<file path="src/rtl/hdmi_tx_config.sv">
// ADV7513 power-on register loader driving an open-drain I2C bus through output enables.
// Build option HDMI_CFG_HPD_EN re-runs the write sequence when HDMI_TX_INT (hot-plug) is raised.
module hdmi_tx_config #(
  parameter int unsigned CLK_DIV        = 62,
  parameter int unsigned POWERUP_CYCLES = 2500000,
  parameter int unsigned RETRIES        = 3,
  parameter logic [6:0]  DEV_ADDR       = 7'h39
) (
  input  logic clock25,
  input  logic resetn,
  output logic scl_oe,
  output logic sda_oe,
  input  logic sda_in,
  input  logic HDMI_TX_INT,
  output logic ready,
  output logic error
);
  localparam int unsigned QCW = (CLK_DIV > 1) ? $clog2(CLK_DIV) : 1;
  localparam int unsigned PCW = (POWERUP_CYCLES > 1) ? $clog2(POWERUP_CYCLES) : 1;
  localparam int unsigned RTW = $clog2(RETRIES + 2);
  localparam logic [3:0]  LAST_IDX = 4'd12;

  typedef enum logic [2:0] {WAIT_PWR, START, BYTE, ACK, STOP, NEXT, DONE, FAIL} state_t;

  state_t           state, state_n;
  logic [1:0]       q, q_n;
  logic [QCW-1:0]   qcnt, qcnt_n;
  logic [PCW-1:0]   pwr_cnt, pwr_cnt_n;
  logic [2:0]       bit_cnt, bit_cnt_n;
  logic [1:0]       byte_cnt, byte_cnt_n;
  logic [3:0]       idx, idx_n;
  logic [RTW-1:0]   retry, retry_n;
  logic             nack, nack_n;
  logic             scl_n, sda_n, ready_n, error_n;
  logic             tick, phase_end, restart;
  logic [7:0]       cur_byte;

  // Byte sel of register-table entry idx: 0 = write address, 1 = register, 2 = data
  function automatic logic [7:0] tx_byte(input logic [3:0] i, input logic [1:0] sel);
    logic [15:0] e;
    case (i)
      4'd0:    e = 16'h4110;
      4'd1:    e = 16'h9803;
      4'd2:    e = 16'h9AE0;
      4'd3:    e = 16'h9C30;
      4'd4:    e = 16'h9D61;
      4'd5:    e = 16'hA2A4;
      4'd6:    e = 16'hA3A4;
      4'd7:    e = 16'hE0D0;
      4'd8:    e = 16'hF900;
      4'd9:    e = 16'h1500;
      4'd10:   e = 16'h1630;
      4'd11:   e = 16'hAF06;
      default: e = 16'h96C0;
    endcase
    case (sel)
      2'd0:    tx_byte = {DEV_ADDR, 1'b0};
      2'd1:    tx_byte = e[15:8];
      default: tx_byte = e[7:0];
    endcase
  endfunction

  // {scl_oe, sda_oe} for quarter qq of the given phase; b is the data bit being sent
  function automatic logic [1:0] drive(input state_t st, input logic [1:0] qq, input logic b);
    case (st)
      START:   drive = (qq == 2'd0) ? 2'b00 : ((qq == 2'd3) ? 2'b11 : 2'b01);
      BYTE:    drive = {(qq == 2'd0) || (qq == 2'd3), ~b};
      ACK:     drive = {(qq == 2'd0) || (qq == 2'd3), 1'b0};
      STOP:    drive = (qq == 2'd0) ? 2'b11 : ((qq == 2'd1) ? 2'b01 : 2'b00);
      default: drive = 2'b00;
    endcase
  endfunction

`ifdef HDMI_CFG_HPD_EN
  logic int_meta, int_sync, pending, pending_n;

  always_ff @(posedge clock25 or negedge resetn) begin
    if (!resetn) begin
      int_meta <= 1'b0;
      int_sync <= 1'b0;
      pending  <= 1'b0;
    end else begin
      int_meta <= HDMI_TX_INT;
      int_sync <= int_meta;
      pending  <= pending_n;
    end
  end

  // A hot-plug seen mid-sequence waits here until the sequence finishes
  assign restart   = ((state == DONE) || (state == FAIL)) && (pending || int_sync);
  assign pending_n = restart ? 1'b0 : (pending | int_sync);
`else
  logic unused_int;
  assign unused_int = HDMI_TX_INT;
  assign restart    = 1'b0;
`endif

  always_ff @(posedge clock25 or negedge resetn) begin
    if (!resetn) begin
      state    <= WAIT_PWR;
      q        <= '0;
      qcnt     <= '0;
      pwr_cnt  <= '0;
      bit_cnt  <= '0;
      byte_cnt <= '0;
      idx      <= '0;
      retry    <= '0;
      nack     <= 1'b0;
      scl_oe   <= 1'b0;
      sda_oe   <= 1'b0;
      ready    <= 1'b0;
      error    <= 1'b0;
    end else begin
      state    <= state_n;
      q        <= q_n;
      qcnt     <= qcnt_n;
      pwr_cnt  <= pwr_cnt_n;
      bit_cnt  <= bit_cnt_n;
      byte_cnt <= byte_cnt_n;
      idx      <= idx_n;
      retry    <= retry_n;
      nack     <= nack_n;
      scl_oe   <= scl_n;
      sda_oe   <= sda_n;
      ready    <= ready_n;
      error    <= error_n;
    end
  end

  always_comb begin
    state_n    = state;
    q_n        = q;
    qcnt_n     = qcnt;
    pwr_cnt_n  = pwr_cnt;
    bit_cnt_n  = bit_cnt;
    byte_cnt_n = byte_cnt;
    idx_n      = idx;
    retry_n    = retry;
    nack_n     = nack;
    tick       = (qcnt == QCW'(CLK_DIV - 1));
    phase_end  = tick && (q == 2'd3);

    if (state inside {START, BYTE, ACK, STOP}) begin
      qcnt_n = tick ? '0 : qcnt + QCW'(1);
      if (tick) q_n = q + 2'd1;
    end

    case (state)
      WAIT_PWR: begin
        if (pwr_cnt == PCW'(POWERUP_CYCLES - 1)) state_n = START;
        else pwr_cnt_n = pwr_cnt + PCW'(1);
      end
      START: begin
        if (phase_end) begin
          state_n    = BYTE;
          byte_cnt_n = '0;
          bit_cnt_n  = '0;
          nack_n     = 1'b0;
        end
      end
      BYTE: begin
        if (phase_end) begin
          if (bit_cnt == 3'd7) state_n = ACK;
          else bit_cnt_n = bit_cnt + 3'd1;
        end
      end
      ACK: begin
        if (tick && (q == 2'd2)) nack_n = sda_in;
        if (phase_end) begin
          if (nack || (byte_cnt == 2'd2)) begin
            state_n = STOP;
          end else begin
            state_n    = BYTE;
            byte_cnt_n = byte_cnt + 2'd1;
            bit_cnt_n  = '0;
          end
        end
      end
      STOP: begin
        // Successful entries chain straight into the next START; the last one goes through NEXT
        if (phase_end) begin
          if (nack) begin
            if (retry == RTW'(RETRIES)) begin
              state_n = FAIL;
            end else begin
              retry_n = retry + RTW'(1);
              state_n = START;
            end
          end else if (idx == LAST_IDX) begin
            state_n = NEXT;
          end else begin
            idx_n   = idx + 4'd1;
            retry_n = '0;
            state_n = START;
          end
        end
      end
      NEXT: begin
        retry_n = '0;
        state_n = DONE;
      end
      DONE, FAIL: begin
        if (restart) begin
          state_n = START;
          idx_n   = '0;
          retry_n = '0;
          q_n     = '0;
          qcnt_n  = '0;
        end
      end
      default: state_n = WAIT_PWR;
    endcase

    cur_byte         = tx_byte(idx_n, byte_cnt_n);
    {scl_n, sda_n}   = drive(state_n, q_n, cur_byte[~bit_cnt_n]);
    ready_n          = (state_n == DONE);
    error_n          = (state_n == FAIL) ? 1'b1 : (restart ? 1'b0 : error);
  end

endmodule
</file>
<file path="config.mk">
export PLATFORM = sky130hd
export DESIGN_NAME = hdmi_tx_config
export DESIGN_NICKNAME = d
export VERILOG_FILES = /design/src/rtl/hdmi_tx_config.sv
export SDC_FILE = /design/constraint.sdc
export NUM_CORES = 1
export LEC_CHECK = 0
export ABC_AREA = 1
export CELL_PAD_IN_SITES_DETAIL_PLACEMENT = 0
export CELL_PAD_IN_SITES_GLOBAL_PLACEMENT = 1
export CORE_ASPECT_RATIO = 1.5
export CORE_MARGIN = 2
export CORE_UTILIZATION = 47
export DETAILED_ROUTE_END_ITERATION = 8
export GPL_ROUTABILITY_DRIVEN = 1
export GPL_TIMING_DRIVEN = 0
export PLACE_DENSITY_LB_ADDON = 0.1
export SYNTH_ARGS = -nofsm -noshare
export SYNTH_HDL_FRONTEND = slang
export SYNTH_SLANG_ARGS = --single-unit
</file>
<file path="constraint.sdc">
create_clock -name clock25 -period 3 [get_ports clock25]
set_clock_uncertainty 0.05 [all_clocks]
set_input_delay 0.45 -clock clock25 [delete_from_list [all_inputs] [get_ports clock25]]
set_output_delay 0.45 -clock clock25 [all_outputs]
set_load 0.02 [all_outputs]
</file>
# Yosys cells after proc, flatten, opt, wreduce, memory -nomap -nowiden
# Memories as Yosys holds them, arrays and structs flattened.
# Index checks and enable logic that the tools add are counted.
dict set report totals {
  regBits 50
  rom_bits 240
  input_bits 4
  out_inout_bits 4
  wordCells 112
  mem_count 1
}
dict set report classes {
  addsub 7
  n_lt_le_gt_ge 1
  n_eq_ne 29
  mux 44
  n_bitwise 3
  n_reduce_logical 14
}
# name depth width rd rd_clocked_by_memory_dff wr line
set memory_table {}
lappend memory_table {{(no name shown)} 16 15 1 0 0 41} ;# case (i)
# operator count
set op_table {}
lappend op_table {{$mux 3} 19}
lappend op_table {{$eq 3x3->1 const B} 8}
lappend op_table {{$add 22x1->22 const B} 1}
lappend op_table {{$eq 22x22->1 const B} 1}
lappend op_table {{$pmux 3 s7} 1}
lappend op_table {{$mux 2} 8}
lappend op_table {{$mux 4} 4}
lappend op_table {{$pmux 8 s2} 1}
lappend op_table {{$eq 3x2->1 const B} 5}
lappend op_table {{$pmux 3 s3} 1}
lappend op_table {{$eq 2x2->1 const B} 4}
lappend op_table {{$pmux 2 s4} 1}
lappend op_table {{$add 3x1->3 const B} 2}
lappend op_table {{$add 6x1->6 const B} 1}
lappend op_table {{$eq 3x1->1 const B} 2}
lappend op_table {{$eq 6x6->1 const B} 1}
lappend op_table {{$mux 6} 1}
lappend op_table {{$ne 3x3->1 const B} 2}
lappend op_table {{$pmux 3 s2} 1}
lappend op_table {{$add 2x1->2 const B} 2}
lappend op_table {{$add 4x1->4 const B} 1}
lappend op_table {{$eq 2x1->1 const B} 2}
lappend op_table {{$eq 4x4->1 const B} 1}
lappend op_table {{$logic_not 2->1} 2}
lappend op_table {{18 further kinds} 26}

# Longest topological paths before layout
dict set report depth {
  ltp_word 11
  ltp_mapped 22
  depth_no_buf 21
}

# Worst setup path before layout
# No wires, ideal clock.
dict set report synth_path {
  kind {reg-to-reg}
  from {reg qcnt[1]}
  to {reg sda_oe}
  setup_ps 117
  arrival_time_ps 2309
  setup_slack_ps 524
  stages_incl_launch_ff 20
  period_less_slack_ps 2476
  cell_sequence {dfrtp_1 -> inv_1 -> ha_1 -> nand3_2 -> nor3_4 -> buf_6 -> nand3_1 -> nand2_1 -> nand2_1 -> ha_1 -> inv_1 -> nand2_1 -> nand2_1 -> nand2_1 -> nor2_1 -> nor2_1 -> a21oi_2 -> nand2_1 -> nand3_1 -> nand2_1}
}
dict set report synth_between {
  elab_chain_len 10
  word_cells_on_any_way 36
  classes_between {7 x eq/ne; 23 x mux; 2 x bitwise; 3 x reduce/logical; 1 x memory}
}
# item line
set synth_lines {}
lappend synth_lines {{start, declared} 27} ;# logic [QCW-1:0] qcnt, qcnt_n;
lappend synth_lines {{start signal, assigned} 116} ;# qcnt <= qcnt_n;
lappend synth_lines {{$eq 6x6->1 *} 140} ;# tick = (qcnt == QCW'(CLK_DIV - 1));
lappend synth_lines {{$logic_and 1x1->1} 141} ;# phase_end = tick && (q == 2'd3);
lappend synth_lines {{$mux 4 (tied with other cells)} 181} ;# if (phase_end) begin
lappend synth_lines {{$mux 4 or $pmux 2 s2 (tied branches)} -}
lappend synth_lines {{$mem_v2 16x15 (tied with other cells)} -}
lappend synth_lines {{$pmux 8 s2} 56} ;# case (sel)
lappend synth_lines {{$bmux 1 s3} 215} ;# {scl_n, sda_n} = drive(state_n, q_n, cur_byte[~bit_cnt_n]);
lappend synth_lines {{$mux 1 (implied by the code)} 215}
lappend synth_lines {{$not 1->1} 67} ;# BYTE: drive = {(qq == 2'd0) || (qq == 2'd3), ~b};
lappend synth_lines {{$pmux 2 s4 *} 65} ;# case (st)
lappend synth_lines {{via sda_n} 34} ;# logic scl_n, sda_n, ready_n, error_n;
lappend synth_lines {{end signal, assigned} 124} ;# sda_oe <= sda_n;
lappend synth_lines {{end, declared} 12} ;# output logic sda_oe,
# The timed path passes the listed nets; every way through them passes the cells marked *. The select of a mux whose other input is x is not followed.
# A chain may end at the register's enable or synchronous reset.

# Worst setup path after layout
# Ends and elaborated chain as after synthesis.

==> impl_metrics.ini <==
[final_layout]
layout.cells.non_filler = 595
n_antenna_cell = 0
final_area_mm2 = 0.003938
drive_above_1_share_pct = 14.34
fin_util_pct = 54.13
final_nets = 519
area_growth_pct = 11.64

[place]
placedCellCount = 581
placed_area_mm2 = 0.003727
place_hpwl_um = 6023
place_congestion = 0.8627
io_buffers = 6

[global_routing]
grt_pass1_vias = 2968
grt_use_total_pct = 20.58
gr-total-overflow = 0
grt_pass1_wl_um = 13050
grt_start_max_net_pins = 30
antenna_found_initial = 0

[logic_synthesis]
synth_most_common_cell = nand2_1
seq_area_frac_synth_pct = 35.47
syn_nets = 498
yosys-top-cells-count = nand2_1 (127), inv_1 (65), dfrtp_1 (50), nand3_1 (50), nor2_1 (32)
synth_edf_count = 0
ys_ff_latch = 50
postSynthAreaPerCell_um2 = 7.441
netlist_instances = 474
synth.area.top_cells = dfrtp_1 (35%), nand2_1 (14%), ha_1 (7.1%), nand3_1 (7.1%), inv_1 (6.9%)
postSynth.asyncResetShare_pct = 100.0
yosysWarnings = 0
synthDistinctLibCells = 35
yosysTopAreaCellShare_pct = 35.47
ys.flop_type = dfrtp_1
yosys.area.top_type = dfrtp_1
netlist_area_mm2 = 0.003527

[cts]
cts_buffers = 5
htreeDepth = 2
clkSlewWorstSetupHoldPaths_ns = 0.09
clk_latency_ns = 0.31
cts_tree = yes
cts-root-buf = clkbuf_8
clock_sinks = 50
hold_buffers = 0
clock_path_buffers = 2

[worst_setup_path]
critical_path_class = reg -> reg
endpoint_kind = register
start_kind = register
worstPathMaxFanout = 5
r2r_slack_ns = 0.26
crit_required_ns = 3.16
critPathArrivalTime_ns = 2.90

[drt]
ant_nets = 0
vias_per_cell = 5.109
wl_per_cell_um = 12.86
drc = 0
drt_iter0_drc = 119
drtPass1Iterations = 4
vias = 3040
wirelength_um = 7654

[power]
cellLeakagePower_uw = 0.001987
power.density_mw_per_mm2 = 301.2
ir_drop_mv = 0.1921
p_total_uw = 1186

[die]
rows = 38
core_area_mm2 = 0.007274
io_pins = 8
die_h_um = 110.1
start_util_pct = 48.49
fp.dieW_um = 74.73
die-area_mm2 = 0.008228

[sta]
report.final.slew_viol_count = 0
fin_crit_ns = 2.742
worst_slew_pin_slew_ns = 0.5290
finalHoldViolCount = 0
max_freq_mhz = 364.8
slew_headroom_pct = 64.74
period_share_pct = 91.39
setup_viol = 0

[outcome]
status = finished clean

[hold_path]
holdCritPathClass = in -> async

[job]
drv_cap = 0
## per-layer routing
layer  vias up  GRT usage (%)  part of all wire [%]
li1       1552              -                     -
met1      1450          22.58                    41
met2        27          39.38                    55
met3        11          2.909                   1.7
met4         0          6.760                   2.0
met5         -              0                     0
## kinds of logic (layout without fill, tap and decap cells)
group / Yosys count / in the layout / synth area share, %
AOI/OAI and AO/OA: 41 / 41 / 7.344
xor gates and xnor gates: 23 / 23 / 5.711
adders and majority gates: 20 / 20 / 7.095
buffers and inverters: 79 / 100 / 8.939
DFF: 50 / 50 / 35.47
and+or+nand+nor: 261 / 261 / 35.44
## report_power, final
group | switching [uW] | internal [uW] | leakage [uW] | total (uW)
Clock | 228 | 267 | 0.0000573 | 495
Combinational | 13.7 | 4.22 | 0.00125 | 17.9
Sequential | 0 | 673 | 0.000684 | 673
## cells in the final DEF (no fill, tap or decap), types with 2 or more instances in the layout
cell / instances
nor3_2: 4
nand3_2: 4
nand4_1: 9
a21oi_1: 8
xor2_1: 19
o21ai_1: 6
nand3_4: 2
nand2_1: 124
xnor2_1: 4
nand2_2: 9
clkbuf_8: 6
nor2_4: 3
nor4_1: 2
o22ai_1: 2
clkdlybuf4s50_1: 5
buf_4: 8
nor3_1: 9
nand2_4: 6
nand3_1: 49
nor2_2: 5
buf_6: 2
nand3b_1: 2
inv_2: 11
o21ai_0: 18
inv_1: 64
dfrtp_1: 50
nor2_1: 32
ha_1: 18
## metrics by stage
stage          setup TNS, ns  hold slack (ns)  setup slack [ns]
2_1_floorplan              0           0.1044            0.5235
3_3_place_gp          -3.464           0.4071          -0.07425
3_5_place_dp               0           0.4083          0.003510
4_1_cts                    0          0.07839           0.01451
5_1_grt            -0.002063          0.08954         -0.002063
6_report                   0          0.05317            0.2584
## registers in the layout, indices dropped and copies added (netlist names), 2 cells and up
register and cells:
byte_cnt 2, q 2, idx 4, retry 3, qcnt 6, state 3, bit_cnt 3, pwr_cnt 22
## repair_timing
action,4_1_cts,5_1_grt
setup endpoints to repair,1,1
pin swaps,0,4
endpoints found under the hold margin,0,0
gates resized for setup,1,10
buffers inserted,0,7
gates cloned,0,0
## path summary, 6_finish.rpt
kind,cells past startpoint,startpoint,endpoint
min,1,resetn,pwr_cnt[4]
min in group clock25,1,pwr_cnt[21],pwr_cnt[21]
max,19,qcnt[1],sda_oe
min reg2reg,1,pwr_cnt[21],pwr_cnt[21]
max in group asynchronous,2,resetn,qcnt[2]
max reg2reg,19,qcnt[1],sda_oe
## final cells by class
cell class	instances	area (um^2)
clock inverters	1	30.03
well taps	100	125.1
fillers	740	3337
repair buffers	14	127.6
inverters	75	281.5
flip-flops and latches	50	1251
clock buffers	6	82.58
plain buffers	4	33.78
multi-input cells	345	2006
## critical path: stages (launching register included)
cell and delay, ns:
dfrtp_1 0.41, inv_2 0.10, ha_4 0.15, nand3_4 0.10, nor3_4 0.28, buf_6 0.15, nand3_1 0.07, nand2_2 0.09
nand2_4 0.07, ha_1 0.37, inv_1 0.07, nand2_1 0.05, nand2_1 0.09, nand2_1 0.06, nor2_1 0.13, nor2_1 0.06
a21oi_2 0.12, nand2_1 0.06, nand3_1 0.09, nand2_1 0.05
(Power assumes the default switching activity.)
